**config.mk**
```make
export PLATFORM = sky130hd
export DESIGN_NAME = gpio_port_ctrl
export DESIGN_NICKNAME = d
export VERILOG_FILES = /design/src/rtl/gpio_port_ctrl.sv
export SDC_FILE = /design/constraint.sdc
export NUM_CORES = 1
export LEC_CHECK = 0
export ABC_AREA = 1
export BUFFER_PORTS_ARGS = -buffer_cell sky130_fd_sc_hd__buf_4
export CORE_ASPECT_RATIO = 1.1
export CORE_MARGIN = 3
export CORE_UTILIZATION = 50
export CTS_BUF_LIST = sky130_fd_sc_hd__clkbuf_4 sky130_fd_sc_hd__clkbuf_8
export CTS_CLUSTER_SIZE = 20
export DETAILED_ROUTE_END_ITERATION = 8
export PLACE_DENSITY = 0.7
export SLEW_MARGIN = 20
export SYNTH_ARGS = -nofsm -noshare
export SYNTH_HDL_FRONTEND = slang
export SYNTH_SLANG_ARGS = --single-unit
```
**constraint.sdc**
```tcl
create_clock -name clk -period 1.8 [get_ports clk]
set_input_delay 0 -clock clk [delete_from_list [all_inputs] [get_ports clk]]
set_output_delay 0 -clock clk [all_outputs]
set_load 0.03 [all_outputs]
```
**src/rtl/gpio_port_ctrl.sv**
```systemverilog
`default_nettype none
// ============================================================================
// Module      : gpio_port_ctrl
// Description : Byte-bus GPIO controller with per-pin direction, input
//               synchroniser, rise/fall edge interrupts with mask and W1C
//               status. Optional per-pin debounce is built when the macro
//               GPIO_DEBOUNCE_EN is defined.
// Revision    : 1.0 - initial release
// ============================================================================
module gpio_port_ctrl #(
  parameter int WIDTH       = 32,
  parameter int SYNC_STAGES = 2,
  parameter int DB_CYCLES   = 16
) (
  input  logic             clk,
  input  logic             rst,
  input  logic             cs,
  input  logic             rd,
  input  logic             wr,
  input  logic [31:0]      addr,
  input  logic [7:0]       data_i,
  output logic [7:0]       data_o,
  output logic             ready,
  input  logic [WIDTH-1:0] inp,
  output logic [WIDTH-1:0] out,
  output logic [WIDTH-1:0] oe,
  output logic             interrupt
);

  localparam int NB = WIDTH / 8;
  localparam int FW = $clog2(SYNC_STAGES + 1);

  localparam logic [3:0] REG_OUT   = 4'd0;
  localparam logic [3:0] REG_DIR   = 4'd1;
  localparam logic [3:0] REG_IN    = 4'd2;
  localparam logic [3:0] REG_IEN   = 4'd3;
  localparam logic [3:0] REG_STAT  = 4'd4;
  localparam logic [3:0] REG_RISE  = 4'd5;
  localparam logic [3:0] REG_FALL  = 4'd6;

  // Registers
  logic [WIDTH-1:0] out_q;
  logic [WIDTH-1:0] dir_q;
  logic [WIDTH-1:0] irq_en_q;
  logic [WIDTH-1:0] irq_stat_q;
  logic [WIDTH-1:0] edge_rise_q;
  logic [WIDTH-1:0] edge_fall_q;
  logic [WIDTH-1:0] sync_q [SYNC_STAGES];
  logic [WIDTH-1:0] prev_q;
  logic [WIDTH-1:0] in_val;
  logic [FW-1:0]    fill_cnt;
  logic             armed;

  // Bus decode
  logic [3:0]       reg_idx;
  logic [1:0]       lane;
  logic             lane_ok;
  logic             access;
  logic             do_wr;
  logic             do_rd;
  logic [WIDTH-1:0] wmask;
  logic [WIDTH-1:0] wdata;
  logic [WIDTH-1:0] rd_word;
  logic [7:0]       rd_byte;
  logic [WIDTH-1:0] stat_clr;
  logic [WIDTH-1:0] edge_set;

  // Upper address bits are don't-care; the register file aliases every 64 bytes
  logic unused_addr;
  assign unused_addr = &{1'b0, addr[31:6]};

  assign reg_idx = addr[5:2];
  assign lane    = addr[1:0];
  assign lane_ok = (32'(lane) < NB);
  assign access  = cs & (rd ^ wr);
  assign do_wr   = access & wr & lane_ok;
  assign do_rd   = access & rd;
  assign wdata   = {NB{data_i}};

  // Byte-lane write mask selected by addr[1:0]
  always_comb begin
    wmask = '0;
    for (int b = 0; b < NB; b++) begin
      if (lane == 2'(b)) wmask[b*8 +: 8] = 8'hFF;
    end
  end

  // Read data selection; unmapped indices and lanes read as zero
  always_comb begin
    rd_word = '0;
    rd_byte = 8'h00;
    case (reg_idx)
      REG_OUT:  rd_word = out_q;
      REG_DIR:  rd_word = dir_q;
      REG_IN:   rd_word = in_val;
      REG_IEN:  rd_word = irq_en_q;
      REG_STAT: rd_word = irq_stat_q;
      REG_RISE: rd_word = edge_rise_q;
      REG_FALL: rd_word = edge_fall_q;
      default:  rd_word = '0;
    endcase
    for (int b = 0; b < NB; b++) begin
      if (lane == 2'(b)) rd_byte = rd_word[b*8 +: 8];
    end
  end

  // Edge events are suppressed until prev holds a real synchronised sample
  assign edge_set = {WIDTH{armed}} &
                    (( in_val & ~prev_q & edge_rise_q) |
                     (~in_val &  prev_q & edge_fall_q));
  assign stat_clr = (do_wr && reg_idx == REG_STAT) ? (wdata & wmask) : '0;

  // Pad input synchroniser chain
  always_ff @(posedge clk) begin
    if (!rst) begin
      for (int s = 0; s < SYNC_STAGES; s++) sync_q[s] <= '0;
    end else begin
      sync_q[0] <= inp;
      for (int s = 1; s < SYNC_STAGES; s++) sync_q[s] <= sync_q[s-1];
    end
  end

`ifdef GPIO_DEBOUNCE_EN
  localparam int DBW = $clog2(DB_CYCLES + 1);

  for (genvar i = 0; i < WIDTH; i++) begin : g_db
    logic [DBW-1:0] cnt;
    logic           db;
    // Flip the pin only after DB_CYCLES consecutive differing samples
    always_ff @(posedge clk) begin
      if (!rst) begin
        cnt <= '0;
        db  <= 1'b0;
      end else if (sync_q[SYNC_STAGES-1][i] != db) begin
        if (cnt == DBW'(DB_CYCLES - 1)) begin
          cnt <= '0;
          db  <= sync_q[SYNC_STAGES-1][i];
        end else begin
          cnt <= cnt + 1'b1;
        end
      end else begin
        cnt <= '0;
      end
    end
    assign in_val[i] = db;
  end
`else
  localparam int unused_db_cycles = DB_CYCLES;
  assign in_val = sync_q[SYNC_STAGES-1];
`endif

  // Post-reset fill tracking and previous-sample register for edge detect
  always_ff @(posedge clk) begin
    if (!rst) begin
      fill_cnt <= '0;
      armed    <= 1'b0;
      prev_q   <= '0;
    end else begin
      if (fill_cnt != FW'(SYNC_STAGES)) fill_cnt <= fill_cnt + 1'b1;
      armed  <= armed | (fill_cnt == FW'(SYNC_STAGES));
      prev_q <= in_val;
    end
  end

  // Control/status register writes; a new edge beats a same-cycle W1C clear
  always_ff @(posedge clk) begin
    if (!rst) begin
      out_q       <= '0;
      dir_q       <= '0;
      irq_en_q    <= '0;
      irq_stat_q  <= '0;
      edge_rise_q <= '0;
      edge_fall_q <= '0;
    end else begin
      if (do_wr && reg_idx == REG_OUT)  out_q       <= (out_q       & ~wmask) | (wdata & wmask);
      if (do_wr && reg_idx == REG_DIR)  dir_q       <= (dir_q       & ~wmask) | (wdata & wmask);
      if (do_wr && reg_idx == REG_IEN)  irq_en_q    <= (irq_en_q    & ~wmask) | (wdata & wmask);
      if (do_wr && reg_idx == REG_RISE) edge_rise_q <= (edge_rise_q & ~wmask) | (wdata & wmask);
      if (do_wr && reg_idx == REG_FALL) edge_fall_q <= (edge_fall_q & ~wmask) | (wdata & wmask);
      irq_stat_q <= (irq_stat_q & ~stat_clr) | edge_set;
    end
  end

  // Bus response and registered interrupt
  always_ff @(posedge clk) begin
    if (!rst) begin
      ready     <= 1'b0;
      data_o    <= 8'h00;
      interrupt <= 1'b0;
    end else begin
      ready     <= access;
      if (do_rd) data_o <= rd_byte;
      interrupt <= |(irq_stat_q & irq_en_q);
    end
  end

  assign out = out_q & dir_q;
  assign oe  = dir_q;

endmodule
`default_nettype wire

```
==> metrics.csv, run 1 <==
metric;value;unit
Mean Syn Cell Area;6.856;um2
total power per unit cell area;867.8;mW/mm2
Core Box Area;0.02622;mm2
Hold Slack;0.05014;ns
critical path class;in -> reg;
Leakage Power;7.700;nW
antenna viol nets, final;0;
status;complete, no violations;
Synth area leaders;dfxtp_1 45%, nand2_1 12%, nand3_1 11%;
WP data required;2.33;ns
Setup WS pre-CTS;0.1093;ns
CP Launch Type;input pin;
async set-or-reset flop fraction in the synthesized netlist;0;%
CTS tree;done;
Max Buffers Root-to-Sink;3;
Peak VDD IR;0.5234;mV
cell accounting for the most synthesized area;dfxtp_1;
initial antenna violation count;0;
wire length of the first global-routing pass;69.61;mm
vias in the first global route;12560;
Critical Path Fanout Max;38;
cell area after synthesis;0.01338;mm2
cell count after synthesis;1951;
RSZ-0062 raised after global routing;no;
grt total ovfl;0;
starting density of the core;51.02;%
Hold Crit Class;in -> reg;
Syn Nets;2029;
Synth cell types;24;
Slew Viols, Final;0;
Yosys top cell area share;45.05;%
Fmax;0.5944;GHz
Ant. Diodes;0;
Post-Place Cell Area;0.01482;mm2
Pre-Repair DR Iteration Count;6;
EDFF count, synth;0;
setup tns final;0;ns
part of the cycle the worst path needs;93.47;%
placed cell count;2360;
Hold Vio Cnt, Final;0;
gpl congestion;0.9258;
Final Util;62.12;%
# setup viols final;0;
clock sinks;301;
port bufs;124;
wire per inst;17.73;um
via count;13720;
H-tree levels;2;
net count reported at finish;2182;
arrival time worst endpoint;2.21;ns
Final min period;1.682;ns
Num CTS Buffers;48;
most common cell in the synthesized netlist;nand2_1;
Root Driver;clkbuf_8;
Worst Max-Slew Pin Slew;0.5074;ns
Tot Pwr;14.13;mW
post-DP HPWL;29.62;mm
DRC Markers;0;
Rows;62;
Reg clk slew, reported paths;0.06;ns
Area Overhead vs Synth;21.77;%
final std cells w/o fill;2493;
total wire length;44.21;mm
Seq cells post-synth;301;
fraction of layout instances using a drive strength above 1;14.06;%
IO Pins;151;
largest net degree at the start of global routing;89;
via/cell ratio;5.503;
clk_skew;0.02564;ns
Die X;162.0;um
top_reg_cell synth;dfxtp_1;
DIE AREA;0.02875;mm2
Die Y;177.5;um
Final WS setup;0.1176;ns
All-Layer GR Usage;30.26;%
Slew headroom;65.97;%
postcts setup bufs;0;
crit end category;flop;
Initial DRC Count;1709;
Clock Latency Late Sink;0.58;ns
final instance area;0.01629;mm2
synth cell count leaders;428 x nand2_1, 301 x dfxtp_1, 293 x nand3_1;
post-synthesis sequential area ratio;45.05;%
setup slack, reg-to-reg;0.45;ns
synthesis warning total;0;
max_cap viols;0;
## layout make-up
cell class                 count  area (um2)
multi-input combinational   1335        6142
timing repair buffer         224        1947
sequential                   301        6026
inverter                     194       730.7
tap                          352       440.4
clock inverter                13       77.57
fill                        2506        9932
clock buffer                  74       924.6
## final timing paths
check | start | end | depth (start not counted)
worst max-delay path | rst | ready$_SDFF_PN0_ | 6
worst min-delay path | addr[4] | data_o[2]$_SDFFE_PN0P_ | 7
worst max register to register | irq_stat_q[4]$_SDFF_PN0_ | interrupt$_SDFF_PN0_ | 5
worst min register to register | sync_q[0][28]$_SDFF_PN0_ | sync_q[0][60]$_SDFF_PN0_ | 2
## routing by layer
metal	GRT usage [%]	routed length, um	up-vias
met3	4.365	4794	119
li1	-	-	6615
met1	44.40	18750	6232
met2	44.92	18840	754
met4	11.73	1825	0
met5	0	0	-
## power breakdown
| part | internal, mW | switching (mW) |
|---|---|---|
| Combinational | 0.384 | 0.825 |
| Sequential | 6.80 | 0.0861 |
| Clock | 3.30 | 2.74 |
| Total | 10.5 | 3.66 |
## repair_timing
item	CTS	global route
hold buffers	46	0
gates resized for setup	0	1
endpoints found under the setup margin	0	1
endpoints found under the hold margin	142	0
## logic make-up (layout without fill, tap and decap cells)
group / count (synthesis) / count (layout) / synth area share [%]
adders and majority gates: 1 / 1 / 0.09352
DFF: 301 / 301 / 45.05
buffers and inverters: 315 / 505 / 9.279
and+or+nand+nor: 1020 / 1020 / 32.88
AOI/OAI and AO/OA: 314 / 314 / 12.70
## cells in the final DEF (no fill, tap or decap)
| master | Yosys | routed |
|---|---|---|
| buf_12 | 0 | 12 |
| nand2_1 | 428 | 428 |
| nand4_1 | 2 | 2 |
| clkinv_2 | 0 | 11 |
| a22o_1 | 8 | 8 |
| a211oi_2 | 1 | 1 |
| a21oi_1 | 140 | 140 |
| buf_4 | 0 | 166 |
| nor2_1 | 246 | 243 |
| nor2_2 | 11 | 9 |
| clkbuf_4 | 0 | 15 |
| ha_1 | 1 | 1 |
| o21ai_0 | 124 | 124 |
| inv_1 | 178 | 178 |
| nand3_1 | 293 | 293 |
| inv_2 | 12 | 12 |
| a211oi_1 | 33 | 33 |
| nor4_4 | 1 | 1 |
| nand2_2 | 4 | 4 |
| clkbuf_8 | 0 | 59 |
| dfxtp_1 | 301 | 301 |
| inv_8 | 0 | 2 |
| inv_4 | 0 | 1 |
| nor2_4 | 3 | 8 |
| dlygate4sd3_1 | 0 | 46 |
| a221oi_1 | 2 | 2 |
| nand3b_1 | 32 | 32 |
| clkinv_1 | 4 | 3 |
| o21ai_1 | 6 | 6 |
## worst max-delay path: stages
cell	delay (ns)
dlygate4sd3_1	0.54
buf_4	0.37
inv_4	0.24
buf_12	0.25
a211oi_1	0.20
dlygate4sd3_1	0.56
Power figures use the tool's default switching activity.
==> run 2: changes to the inputs <==
--- a/config.mk
+++ b/config.mk
@@ -14,6 +14,7 @@
 export CTS_CLUSTER_SIZE = 20
 export DETAILED_ROUTE_END_ITERATION = 8
 export PLACE_DENSITY = 0.7
+export RECOVER_POWER = 25
 export SLEW_MARGIN = 20
 export SYNTH_ARGS = -nofsm -noshare
 export SYNTH_HDL_FRONTEND = slang
==> run 2 against run 1 <==
Clock skew down 0.0029 ns. Via count decreased by 0.20%. Cell count is the same. Worst hold slack got worse by 0.0017 ns. Setup slack improved by 0.020 ns. Cell area hardly changed. Clock power about the same.
==> metrics.csv, run 2 (same netlist as run 1, synthesis figures left out) <==
metric;value;unit;change
status;complete, no violations;;unchanged
Reg clk slew, reported paths;0.06;ns;about the same
Worst Max-Slew Pin Slew;0.8623;ns;was 0.5074 ns
Peak VDD IR;0.5236;mV;was 0.5234 mV
Ant. Diodes;0;;unchanged
DIE AREA;0.02875;mm2;unchanged
grt total ovfl;0;;unchanged
WL met1;19.09;mm;was 18.75 mm
max_cap viols;0;;unchanged
via count;13690;;was 13,720
crit end category;flop;;unchanged
Die Y;177.5;um;unchanged
wire length on met3;4.454;mm;was 4.794 mm
metal2 WL;18.83;mm;was 18.84 mm
Fmax;0.6017;GHz;was 0.5944 GHz
Max Buffers Root-to-Sink;3;;unchanged
via/cell ratio;5.493;;was 5.503
largest net degree at the start of global routing;89;;unchanged
Top Metal Used;met4;;unchanged
post-DP HPWL;29.62;mm;unchanged
Slew headroom;42.52;%;was 65.97%
CTS tree;done;;unchanged
Num CTS Buffers;48;;unchanged
All-Layer GR Usage;30.26;%;unchanged
total wire length;44.25;mm;was 44.21 mm
Pre-Repair DR Iteration Count;6;;unchanged
wire per inst;17.75;um;was 17.73 um
R2R depth;5;;unchanged
Clock Latency Late Sink;0.58;ns;about the same
hold path cells;7;;unchanged
H-tree levels;2;;unchanged
Leakage Power;7.695;nW;was 7.700 nW
Hold Crit Start;addr[4];;unchanged
Core Box Area;0.02622;mm2;unchanged
DRC Markers;0;;unchanged
worst r2r src;irq_stat_q[4]$_SDFF_PN0_;;unchanged
Slew Viols, Final;0;;unchanged
setup slack, reg-to-reg;0.46;ns;was 0.45 ns
Die X;162.0;um;unchanged
most frequent cells in the layout;428 x nand2_1, 301 x dfxtp_1, 293 x nand3_1, 243 x nor2_1, 178 x inv_1;;unchanged
net count reported at finish;2182;;unchanged
Hold Crit Class;in -> reg;;unchanged
clk_skew;0.02273;ns;was 0.02564 ns
Initial DRC Count;1675;;was 1,709
Area Overhead vs Synth;21.65;%;was 21.77%
Hold Vio Cnt, Final;0;;unchanged
Root Driver;clkbuf_8;;unchanged
clock sinks;301;;unchanged
initial antenna violation count;0;;unchanged
Tot Pwr;14.15;mW;was 14.13 mW
FF-to-FF End;interrupt$_SDFF_PN0_;;unchanged
Rows;62;;unchanged
# setup viols final;0;;unchanged
setup tns final;0;ns;unchanged
WP data required;2.33;ns;about the same
commonest non-fill, non-tap cell in the layout;nand2_1;;unchanged
port bufs;124;;unchanged
fraction of layout instances using a drive strength above 1;14.06;%;unchanged
antenna viol nets, final;0;;unchanged
Critical Path Fanout Max;38;;unchanged
critical path class;in -> reg;;unchanged
RSZ-0062 raised after global routing;no;;unchanged
vias in the first global route;12560;;unchanged
arrival time worst endpoint;2.19;ns;was 2.21 ns
IO Pins;151;;unchanged
part of the cycle the worst path needs;92.33;%;was 93.47%
gpl congestion;0.9258;;unchanged
Final min period;1.662;ns;was 1.682 ns
Fillers;2508;;was 2,506
starting density of the core;51.02;%;unchanged
Hold Path End;data_o[1]$_SDFFE_PN0P_;;was data_o[2]$_SDFFE_PN0P_
wire length of the first global-routing pass;69.61;mm;unchanged
total power per unit cell area;869.3;mW/mm2;was 867.8 mW/mm2
CP Launch Type;input pin;;unchanged
-- run 2: final cells by class --
type	instances	area (um2)	area share (%)
sequential	301	6026	37.03
multi-input combinational	1335	6142	37.74
clock inverter	13	77.57	0.4767
timing repair buffer	224	1932	11.87
clock buffer	74	924.6	5.682
inverter	194	730.7	4.490
tap	352	440.4	2.706
-- run 2: per-stage QoR --
step	instances	setup WS (ns)	utilization [%]	area [um2]	hold WS [ns]
after floorplan	1951	0.5933	-	13380	0.09359
after global placement	2360	0.1572	56.52	14820	0.1847
after detailed placement	2360	0.1093	56.52	14820	0.1834
after CTS	2493	0.1682	62.10	16280	0.01014
after global routing	2493	0.06157	62.06	16270	0.08371
final	2493	0.1380	62.06	16270	0.04843
-- run 2: worst max-delay path, stage by stage --
cell and delay (ns):
dlygate4sd3_1 0.54, buf_4 0.36, inv_4 0.23, buf_12 0.25
a211oi_1 0.20, dlygate4sd3_1 0.56
-- run 2: layer usage --
layer	up-vias	global-route usage, %
met4	0	11.73
met2	734	44.92
met1	6232	44.40
li1	6613	-
met3	114	4.365
met5	-	0
-- run 2: report_power, final --
| part | switching (mW) | internal, mW | total, mW |
|---|---|---|---|
| Clock | 2.76 | 3.30 | 6.05 |
| Sequential | 0.0860 | 6.80 | 6.88 |
| Combinational | 0.827 | 0.381 | 1.21 |
| Total | 3.67 | 10.5 | 14.1 |
-- run 2: how the worst max path moves through the flow --
stage | startpoint | end | slack [ns] | depth (start not counted)
after detailed placement | addr[1] | flop | 0.11 | 7
after floorplan | addr[1] | flop | 0.59 | 7
after global routing | rst | ready$_SDFF_PN0_ | 0.06 | 6
after global placement | rd | irq_stat_q[1]$_SDFF_PN0_ | 0.16 | 8
after CTS | rd | irq_stat_q[1]$_SDFF_PN0_ | 0.17 | 9
final | rst | ready$_SDFF_PN0_ | 0.14 | 6
-- run 2: repair_timing --
item,in CTS,in global routing
setup buffers,0,0
endpoints found under the hold margin,142,0
endpoints found under the setup margin,0,1
hold buffers,46,0
resized for setup,0,1
==> run 3: changes to the inputs <==
--- a/config.mk
+++ b/config.mk
@@ -7,7 +7,8 @@
 export LEC_CHECK = 0
 export ABC_AREA = 1
 export BUFFER_PORTS_ARGS = -buffer_cell sky130_fd_sc_hd__buf_4
-export CORE_ASPECT_RATIO = 1.1
+export CAP_MARGIN = 5
+export CORE_ASPECT_RATIO = 2
 export CORE_MARGIN = 3
 export CORE_UTILIZATION = 50
 export CTS_BUF_LIST = sky130_fd_sc_hd__clkbuf_4 sky130_fd_sc_hd__clkbuf_8
==> run 3 against run 2 <==
Register-to-register slack lost 0.16 ns. Global-route usage grew 0.057 points. Total power shrank 3.2%. Critical path type unchanged. Count of clock-buffer cells in the layout shrank 6. Cell area shrank 0.28%. Worst hold slack lost 0.0044 ns. Via count shrank 0.47%. Cell count shrank 0.64%. Largest power group unchanged. Non-clock buffer count grew 3. Sequential share of layout area grew 0.11 points. Die area grew 0.41%.
==> metrics.csv, run 3 (same netlist as run 1, synthesis figures left out) <==
metric;value;unit;change
Slew Viols, Final;0;;unchanged
postcts setup bufs;0;;unchanged
commonest non-fill, non-tap cell in the layout;nand2_1;;unchanged
Slowest-stage cell, CP;dlygate4sd3_1;;unchanged
crit end category;flop;;unchanged
wire per inst;18.11;um;was 17.75 um
IO Pins;151;;unchanged
Clock Latency Late Sink;0.59;ns;was 0.58 ns
All-Layer GR Usage;30.32;%;was 30.26%
gpl congestion;0.9456;;was 0.9258
Max Buffers Root-to-Sink;3;;unchanged
crit path buf inv count;5;;unchanged
grt total ovfl;0;;unchanged
critical path startpoint;addr[0];;was rst
fraction of layout instances using a drive strength above 1;13.88;%;was 14.06%
GR Util met3;3.976;%;was 4.365%
starting density of the core;50.91;%;was 51.02%
max_cap viols;0;;unchanged
vias in the first global route;12500;;was 12,560
crit-path leading delay family;buffers and inverters;;unchanged
H-tree levels;2;;unchanged
Leakage Power;7.653;nW;was 7.695 nW
DRC Markers;0;;unchanged
setup tns final;0;ns;unchanged
WP data required;2.27;ns;was 2.33 ns
Num CTS Buffers;42;;was 48
largest net degree at the start of global routing;162;;was 89
Die Y;237.3;um;was 177.5 um
Area Overhead vs Synth;21.31;%;was 21.65%
CTS tree;done;;unchanged
DIE AREA;0.02887;mm2;was 0.02875 mm2
total power per unit cell area;843.5;mW/mm2;was 869.3 mW/mm2
worst r2r src;irq_stat_q[14]$_SDFF_PN0_;;was irq_stat_q[4]$_SDFF_PN0_
Reg clk slew, reported paths;0.07;ns;was 0.06 ns
wire length of the first global-routing pass;69.23;mm;was 69.61 mm
sequence of cells on the critical path;dlygate4sd3_1 > buf_4 > nand2_1 > clkinvlp_4 > buf_4 > nand3_1 > a21oi_1 > dlygate4sd3_1;;was dlygate4sd3_1 > buf_4 > inv_4 > buf_12 > a211oi_1 > dlygate4sd3_1
clk_skew;0.02690;ns;was 0.02273 ns
# setup viols final;0;;unchanged
status;complete, no violations;;unchanged
Hold Vio Cnt, Final;0;;unchanged
Die X;121.7;um;was 162.0 um
RSZ-0062 raised after global routing;no;;unchanged
Peak VDD IR;0.7876;mV;was 0.5236 mV
port bufs;124;;unchanged
Hold Crit Start;addr[5];;was addr[4]
Fmax;0.5908;GHz;was 0.6017 GHz
Hold Slack;0.04408;ns;was 0.04843 ns
via/cell ratio;5.502;;was 5.493
clock sinks;301;;unchanged
slowest cell delay on critical path;0.58;ns;was 0.56 ns
Worst Max-Slew Pin Slew;1.155;ns;was 0.8623 ns
initial antenna violation count;1;;was 0
Tot Pwr;13.69;mW;was 14.15 mW
Slew headroom;23.01;%;was 42.52%
Hold Crit Class;in -> reg;;unchanged
critical path class;in -> reg;;unchanged
CP Launch Type;input pin;;unchanged
arrival time worst endpoint;2.16;ns;was 2.19 ns
Root Driver;clkbuf_8;;unchanged
net count reported at finish;2179;;was 2,182
Fillers;2465;;was 2,508
via count;13630;;was 13,690
total wire length;44.87;mm;was 44.25 mm
most frequent cells in the layout;427 x nand2_1, 301 x dfxtp_1, 293 x nand3_1, 243 x nor2_1, 178 x inv_1;;was 428 x nand2_1, 301 x dfxtp_1, 293 x nand3_1, 243 x nor2_1, 178 x inv_1
routing usage on met1;39.75;%;was 44.40%
Critical Path Fanout Max;14;;was 38
Final min period;1.693;ns;was 1.662 ns
Rows;84;;was 62
Initial DRC Count;1422;;was 1,675
antenna viol nets, final;0;;unchanged
GRT Max-Usage Layer;met2;;unchanged
Core Box Area;0.02628;mm2;was 0.02622 mm2
Pre-Repair DR Iteration Count;6;;unchanged
GR met2 Demand/Resource;48.14;%;was 44.92%
part of the cycle the worst path needs;94.04;%;was 92.33%
post-DP HPWL;30.24;mm;was 29.62 mm
[run 3: cell type report]
class                      instances  area, um2  share of cell area [%]
antenna                            1      2.502                 0.01542
clock buffer                      68      842.1                   5.189
clock inverter                     7      46.29                  0.2853
inverter                         194      734.5                   4.526
multi-input combinational       1335       6140                   37.84
sequential                       301       6026                   37.13
tap                              344      430.4                   2.652
timing repair buffer             227       2006                   12.36
[run 3: worst paths after layout]
check	slack [ns]	cells past startpoint	to
setup / recovery	0.11	8	flop
hold / removal	0.04	7	data_o[2]$_SDFFE_PN0P_
setup reg to reg	0.30	5	interrupt$_SDFF_PN0_
hold reg to reg	0.41	2	sync_q[0][59]$_SDFF_PN0_
[run 3: power by group]
part	switching (mW)	total [mW]	internal, mW	leakage, nW
clock	2.60	5.58	2.98	0.479
combinational	0.837	1.23	0.397	4.73
sequential	0.0829	6.88	6.80	2.44
[run 3: metrics by stage]
step	setup slack (ns)	cells	instance area [um2]	utilization, %
after detailed placement	-0.04532	2357	14900	56.70
after global placement	0.01493	2357	14900	56.70
final	0.1073	2477	16230	61.76
after CTS	0.05283	2476	16230	61.76
after floorplan	0.5933	1951	13380	-
after global routing	0.07229	2477	16230	61.76
[run 3: layer usage]
layer  vias up  wire length, um
met1      6262            18160
met2       632            20800
met5         -                0
li1       6602                -
met4         0             2557
met3       133             3352
[run 3: timing repair]
item                                    4_1_cts  5_1_grt
gates resized for setup                       0        2
endpoints found under the hold margin       116        0
hold buffers                                 44        0
endpoints found under the setup margin        0        1
[run 3: worst reg2reg max path: cells and delay by family (launching register included)]
family	cells	cell delay (ns)
DFF	1	0.35
and+or+nand+nor	3	0.54
AOI/OAI and AO/OA	2	0.44
